**config.mk**
```make
export PLATFORM = sky130hd
export DESIGN_NAME = ring_grant_scheduler
export DESIGN_NICKNAME = d
export VERILOG_FILES = /design/src/rtl/ring_grant_scheduler.sv
export SDC_FILE = /design/constraint.sdc
export NUM_CORES = 1
export LEC_CHECK = 0
export BUFFER_PORTS_ARGS = -buffer_cell sky130_fd_sc_hd__clkbuf_2
export CORE_MARGIN = 3
export CORE_UTILIZATION = 46
export CTS_CLUSTER_DIAMETER = 150
export DETAILED_ROUTE_END_ITERATION = 8
export GPL_ROUTABILITY_DRIVEN = 0
export PLACE_DENSITY = 0.82
export SLEW_MARGIN = 10
export SYNTH_ARGS = -nofsm -noshare
export SYNTH_HDL_FRONTEND = slang
export SYNTH_SLANG_ARGS = --single-unit
export TNS_END_PERCENT = 50
```
**constraint.sdc**
```tcl
create_clock -name clk -period 1.39 [get_ports clk]
set_clock_uncertainty 0.05 [all_clocks]
set_input_delay 0.0695 -clock clk [delete_from_list [all_inputs] [get_ports clk]]
set_output_delay 0.0695 -clock clk [all_outputs]
set_load 0.005 [all_outputs]
```
**src/rtl/ring_grant_scheduler.sv**
```systemverilog
// ring_grant_scheduler
// Shares one resource among N requesters. A one-hot ring pointer marks the
// highest-priority requester; the winner is the first requester found by
// searching circularly upward from the pointer. A grant is held while the
// owner keeps requesting, for at most MAX_HOLD cycles. Every release rotates
// the pointer to the bit just above the owner and forces one idle cycle.
//
// Ports:
//   clk      rising-edge clock
//   rst      asynchronous active-low reset
//   en       permits new grants (never pre-empts a live grant)
//   req      level-sensitive request vector, one bit per requester
//   gnt      registered one-hot grant, or all zeros
//   gnt_id   registered binary index of the owner (holds when gnt=0)
//   busy     registered, high while a grant is live
//   timeout  registered one-cycle pulse after a release forced by MAX_HOLD
//   ptr      one-hot ring pointer (highest-priority requester)
module ring_grant_scheduler #(
  parameter int  N        = 4,
  parameter int  MAX_HOLD = 8,
  localparam int IDW      = $clog2(N),
  localparam int HCW      = $clog2(MAX_HOLD + 1)
) (
  input  logic           clk,
  input  logic           rst,
  input  logic           en,
  input  logic [N-1:0]   req,
  output logic [N-1:0]   gnt,
  output logic [IDW-1:0] gnt_id,
  output logic           busy,
  output logic           timeout,
  output logic [N-1:0]   ptr
);

  typedef enum logic {IDLE = 1'b0, GRANT = 1'b1} state_t;

  state_t           state;
  logic [HCW-1:0]   hold_cnt;

  // Circular search: rotate a doubled request vector down by the pointer
  // index so the lowest set bit of the window is the winner's offset.
  int               base;
  logic [2*N-1:0]   rot2;
  logic             found;
  logic [IDW-1:0]   win_id;
  logic             owner_req;

  always_comb begin
    base = 0;
    for (int i = 0; i < N; i++)
      if (ptr[i]) base = i;
    rot2   = {req, req} >> base;
    found  = 1'b0;
    win_id = '0;
    for (int k = 0; k < N; k++) begin
      if (!found && rot2[k]) begin
        found  = 1'b1;
        win_id = IDW'((base + k) % N);
      end
    end
  end

  // gnt is one-hot while granted, so this picks out req[owner].
  assign owner_req = |(req & gnt);

  always_ff @(posedge clk or negedge rst) begin
    if (!rst) begin
      state    <= IDLE;
      gnt      <= '0;
      gnt_id   <= '0;
      busy     <= 1'b0;
      timeout  <= 1'b0;
      hold_cnt <= '0;
      ptr      <= {{(N-1){1'b0}}, 1'b1};
    end else begin
      timeout <= 1'b0;
      case (state)
        IDLE: begin
          if (en && found) begin
            gnt      <= {{(N-1){1'b0}}, 1'b1} << win_id;
            gnt_id   <= win_id;
            busy     <= 1'b1;
            hold_cnt <= HCW'(1);
            state    <= GRANT;
          end else begin
            gnt <= '0;
          end
        end
        GRANT: begin
          if (!owner_req || hold_cnt == HCW'(MAX_HOLD)) begin
            gnt      <= '0;
            busy     <= 1'b0;
            hold_cnt <= '0;
            state    <= IDLE;
            // Pointer moves to the bit just above the owner.
            ptr      <= {gnt[N-2:0], gnt[N-1]};
            // Only a limit release with the owner still asking is a timeout.
            timeout  <= owner_req;
          end else begin
            hold_cnt <= hold_cnt + 1'b1;
          end
        end
        default: state <= IDLE;
      endcase
    end
  end

endmodule
```
Yosys cells after proc, flatten, opt, wreduce, memory -nomap -nowiden. Index checks and enable logic that the tools add are counted.

Flip-flop bits (word level): 17. Input bits: 7. Output and inout bits: 12. Logic and storage cells: 56.

Add/sub/neg operators: 4. Equal/unequal tests: 3. Shifts and indexed selects: 2. Mux-type cells: 25. Bitwise operators: 2. Reduce and logical (&&, ||, !) cells: 13.

Operators by type and width (number): >> shifter 8 x 32 -> 4 bit (1); 2-to-1 mux 4 bit (4); case mux 4 bit (2 select lines) (2); 2-to-1 mux 2 bit (6); 2-to-1 mux 1 bit (11); AND reduction 2 bit (3); adder 2 bit (second input constant) (2); adder 4 x 1 -> 4 bit (second input constant) (1); AND 4 bit (1); == test 4 bit (second input constant) (1); logical AND 1 bit (4); zero test 1 bit (4); case mux 1 bit (2 select lines) (2); OR reduction 4 bit (1); << shifter 1 x 2 -> 4 bit (first input constant) (1); adder 2 x 1 -> 2 bit (second input constant) (1); inequality test 2 x 1 -> 1 bit (second input constant) (1); inequality test 2 bit (second input constant) (1); logical OR 1 bit (1); NOT 1 bit (1).

Logic depth before layout (Yosys ltp).
Depth after elaboration: 17. Gate-level depth with buffers: 7. Gate-level depth less buffers: 6.

Least setup slack after synthesis. Ideal clock, no wire load.

Path kind: reg-to-reg. From: reg gnt[0]. To: reg hold_cnt[3]. Data arrival time: 1366 ps. Setup slack: -147 ps. Stages on the path, launching flop included: 6. Buffers on the path: 1. Period minus slack after synthesis: 1537 ps. Path through: dfrtp_1 > a22o_1 > o211a_1 > clkbuf_1 > a21o_1 > a22o_1.

Word-level cells in the longest chain between the ends: 6.

RTL lines: start: declaration (RTL line 28) `output logic [N-1:0] gnt,`; start signal: assignment (RTL line 80) `gnt <= {{(N-1){1'b0}}, 1'b1} << win_id;`; AND 4 bit (RTL line 64) `assign owner_req = |(req & gnt);`; OR reduction 4 bit (RTL line 64); zero test 1 bit (RTL line 90) `if (!owner_req || hold_cnt == HCW'(MAX_HOLD)) begin`; logical OR 1 bit (RTL line 90); 2-to-1 mux 4 bit (RTL line 90); case mux 4 bit (2 select lines) (RTL line 77) `case (state)`; end signal: assignment (RTL line 100) `hold_cnt <= hold_cnt + 1'b1;`; end: declaration (RTL line 38) `logic [HCW-1:0] hold_cnt;`.

No other way between the ends. A chain may end at the register's enable or synchronous reset.

Worst setup path after layout.
From: reg gnt[0]. To: reg gnt[0].

Word-level cells in the longest chain between the ends: 5.

RTL lines (RTL line): AND 4 bit (64); OR reduction 4 bit (64); zero test 1 bit (90); logical OR 1 bit (90); inequality test 2 x 1 -> 1 bit (no source line).

No other way between the ends.

==> run_results.csv <==
group,metric,value,unit
status,outcome,"complete, but fails checks",
status,violations,"negative setup slack",
sta,worstMarginPinSlew,0.405,ns
floorplanning,core_area,1630,µm²
sta,maxSlewHeadroom,73.0,%
logic_synthesis,synth_cell_types,29,
critical_path,critPathRequiredTime,1.53,ns
critical_path,critPathCaptureType,"flop",
sta,slew_viol_final,0,
critical_path,worstPathArrival,1.63,ns
power,worst_ir_drop_vdd,0.00143,V
layout,n_antenna_cell,0,
clock_tree,clk_pin_slew,0.10,ns
layout,regArea,429,µm²
sta,holdWs,0.0616,ns
worst_hold_path,hold_path.class,"in2reg",
logic_synthesis,synthTopCellsByArea,"dfrtp_1 47%, a22o_1 6.1%, mux2_2 5.2%",
placement,place_hpwl,1460,µm
drt,routedWlPerCell,15.6,µm
clock_tree,cts_tree,"built",
logic_synthesis,synth_top_family_by_area,"compound AO/OA/AOI/OAI gates",
logic_synthesis,syn_area,860,µm²
layout,fin_nets,125,
clock_tree,clock_latency,0.29,ns
critical_path,startpoint_type,"flop",
logic_synthesis,synth_top_area_share,46.6,%
layout,multiInputGateArea,467,µm²
global_route,grt_pass1_wl,3670,µm
logic_synthesis,synth_seq_cells,17,
power,power_density,1770,nW/µm²
logic_synthesis,syn_area_per_cell,11.5,µm²
global_route,grt_pass1_vias,754,
logic_synthesis,postSynthCellCount,75,
floorplanning,die_x,49.2,µm
layout,fin_util,73.7,%
critical_path,critPathMaxFanout,8,
floorplanning,io_pins,19,
sta,finalHoldViolations,0,
floorplanning,initial_utilization,52.8,%
clock_tree,htreeDepth,1,
floorplanning,rows,14,
drt,drt_first_iter_violations,13,
drt,vias_per_cell,5.40,
drt,wl,2160,µm
power,p_leak,0.591,nW
logic_synthesis,synth_fp_nets,84,
global_route,gr-total-overflow,0,
sta,worst_slack,-0.0992,ns
global_route,grt_start_max_net_pins,18,
clock_tree,cts_sinks,17,
global_route,antenna_found_initial,0,
layout,syn2layout_area_growth,39.6,%
logic_synthesis,ys_seq_area_share,49.6,%
critical_path,crit_type,"reg2reg",
drt,ant_nets,0,
clock_tree,cts_made_buffers,3,
floorplanning,die_y,49.2,µm
layout,layout-drive-gt1-share,51.3,%
logic_synthesis,muxShareOfSynthArea,6.99,%
drt,vias,750,
global_route,track_usage,19.6,%
floorplanning,die_area,2420,µm²
sta,setup_viol,9,
logic_synthesis,synth-simple-area-share,16.9,%
logic_synthesis,yosys_warnings,0,
logic_synthesis,synth_xor_area_share,0,%
drt,dr.pass1.iters,4,
job,maxCapViolCount,0,
drt,drcViolationCount,0,
logic_synthesis,synth_compound_area_share,21.8,%
sta,rsz0062_at_grt,"true",
layout,num-fill-cells,104,
sta,min_period,1.49,ns
logic_synthesis,yosys.area.top_type,"dfrtp_1",
sta,finalCritPeriodShare,107,%
sta,max_freq,0.671,GHz
placement,io_buffers,18,
clock_tree,clock_tree.root_cell,"clkbuf_4",
logic_synthesis,yosys.area_share.adder,2.91,%
clock_tree,cts_buffer_depth,2,
## layout by cell type (no fill, tap or decap), drive strengths merged
| cell | instances |
|---|---|
| o22a | 1 |
| a21o | 1 |
| o21a | 1 |
| o21ai | 4 |
| clkinv | 1 |
| inv | 3 |
| o211a | 1 |
| nor4b | 1 |
| clkbuf | 21 |
| nand2b | 1 |
| nand3 | 3 |
| nand3b | 3 |
| nor3b | 1 |
| nand2 | 5 |
| dlygate4sd3 | 1 |
| and3b | 1 |
| a21boi | 1 |
| mux2 | 5 |
| and2b | 1 |
| nor2b | 2 |
| dfstp | 1 |
| or4 | 1 |
| dfrtp | 16 |
| o32ai | 1 |
| a22o | 6 |
| o22ai | 1 |
| ha | 2 |
| buf | 18 |
| a21oi | 4 |
| o2bb2ai | 1 |
| nor2 | 6 |
## state kept, by name, summed over array words and instances (netlist names)
signal	count
busy	1
gnt	4
gnt_id	2
hold_cnt	4
ptr	4
state	1
timeout	1
## metrics by stage
| stage | TNS (ns) | instances | cell area, µm² | total power [mW] | setup WS [ns] |
|---|---|---|---|---|---|
| final | -0.576 | 139 | 1200 | 2.12 | -0.0992 |
| after global routing | -1.11 | 139 | 1200 | 2.25 | -0.155 |
| after CTS | -0.359 | 136 | 1160 | 2.02 | -0.0790 |
| after detailed placement | -0.938 | 130 | 1080 | 1.64 | -0.141 |
| after global placement | -0.626 | 130 | 1080 | 1.60 | -0.0859 |
| after floorplan | -0.363 | 75 | 870 | 1.25 | -0.0812 |
## kinds of logic after synthesis
| family | Yosys count |
|---|---|
| AND/OR/NAND/NOR | 25 |
| AO/OA/AOI/OAI | 22 |
| flip-flops | 17 |
| multiplexers | 5 |
| buffers and inverters | 4 |
| adder cells (fa/ha/maj) | 2 |
## cell usage after synthesis, drive strengths merged
cell,n
a21boi,1
a21o,1
a21oi,4
a22o,6
and2b,1
and3b,1
clkbuf,1
dfrtp,16
dfstp,1
ha,2
inv,3
mux2,5
nand2,5
nand2b,1
nand3,3
nand3b,3
nor2,6
nor2b,2
nor3b,1
nor4b,1
o211a,1
o21a,1
o21ai,4
o22a,1
o22ai,1
o2bb2ai,1
o32ai,1
or4,1
## worst paths after layout
kind	start	end	slack, ns	depth (start not counted)
min in group asynchronous	rst	hold_cnt[1]$_DFFE_PN0P_	0.17	2
setup reg to reg	gnt[0]$_DFFE_PN0P_	gnt[0]$_DFFE_PN0P_	-0.1	4
setup / recovery	gnt[0]$_DFFE_PN0P_	gnt[0]$_DFFE_PN0P_	-0.1	4
hold reg to reg	busy$_DFFE_PN0P_	busy$_DFFE_PN0P_	0.46	1
max in group asynchronous	rst	ptr[0]$_DFFE_PN1P_	0.80	2
hold / removal	en	hold_cnt[0]$_DFFE_PN0P_	0.06	3
## critical path, cell delays in order (launching register included)
cell,delay (ns)
dfrtp_1,0.41
a22o_1,0.27
o211a_4,0.30
buf_4,0.14
a22o_1,0.20
## metal layers
layer	wire length, µm	vias up	share of wire (%)	GRT usage [%]
li1	-	355	-	-
met1	1040	362	48	28.2
met2	963	27	45	29.7
met3	113	6	5.2	3.06
met4	44	0	2.0	7.11
met5	0	-	0	0
## area by class of cell
type	count	share of cell area, %
well taps	24	2.50
multi-input cells	54	38.9
repair buffers	37	19.6
clock buffers	3	1.88
inverters	3	0.938
flip-flops and latches	17	35.8
clock inverters	1	0.417
## power breakdown
| group | total, mW | internal (mW) | leakage [nW] | switching [mW] |
|---|---|---|---|---|
| sequential | 0.811 | 0.644 | 0.220 | 0.167 |
| combinational | 1.04 | 0.586 | 0.353 | 0.455 |
| clock | 0.269 | 0.107 | 0.0177 | 0.162 |
| total | 2.12 | 1.34 | 0.591 | 0.784 |
## repair_timing
item	4_1_cts	5_1_grt
hold buffers	1	0
buffers inserted	1	3
endpoints found under the hold margin	17	0
resized for setup	11	5
setup endpoints to repair	10	15
pin swaps	3	4
Note: power is estimated with default switching activity, not from simulation.
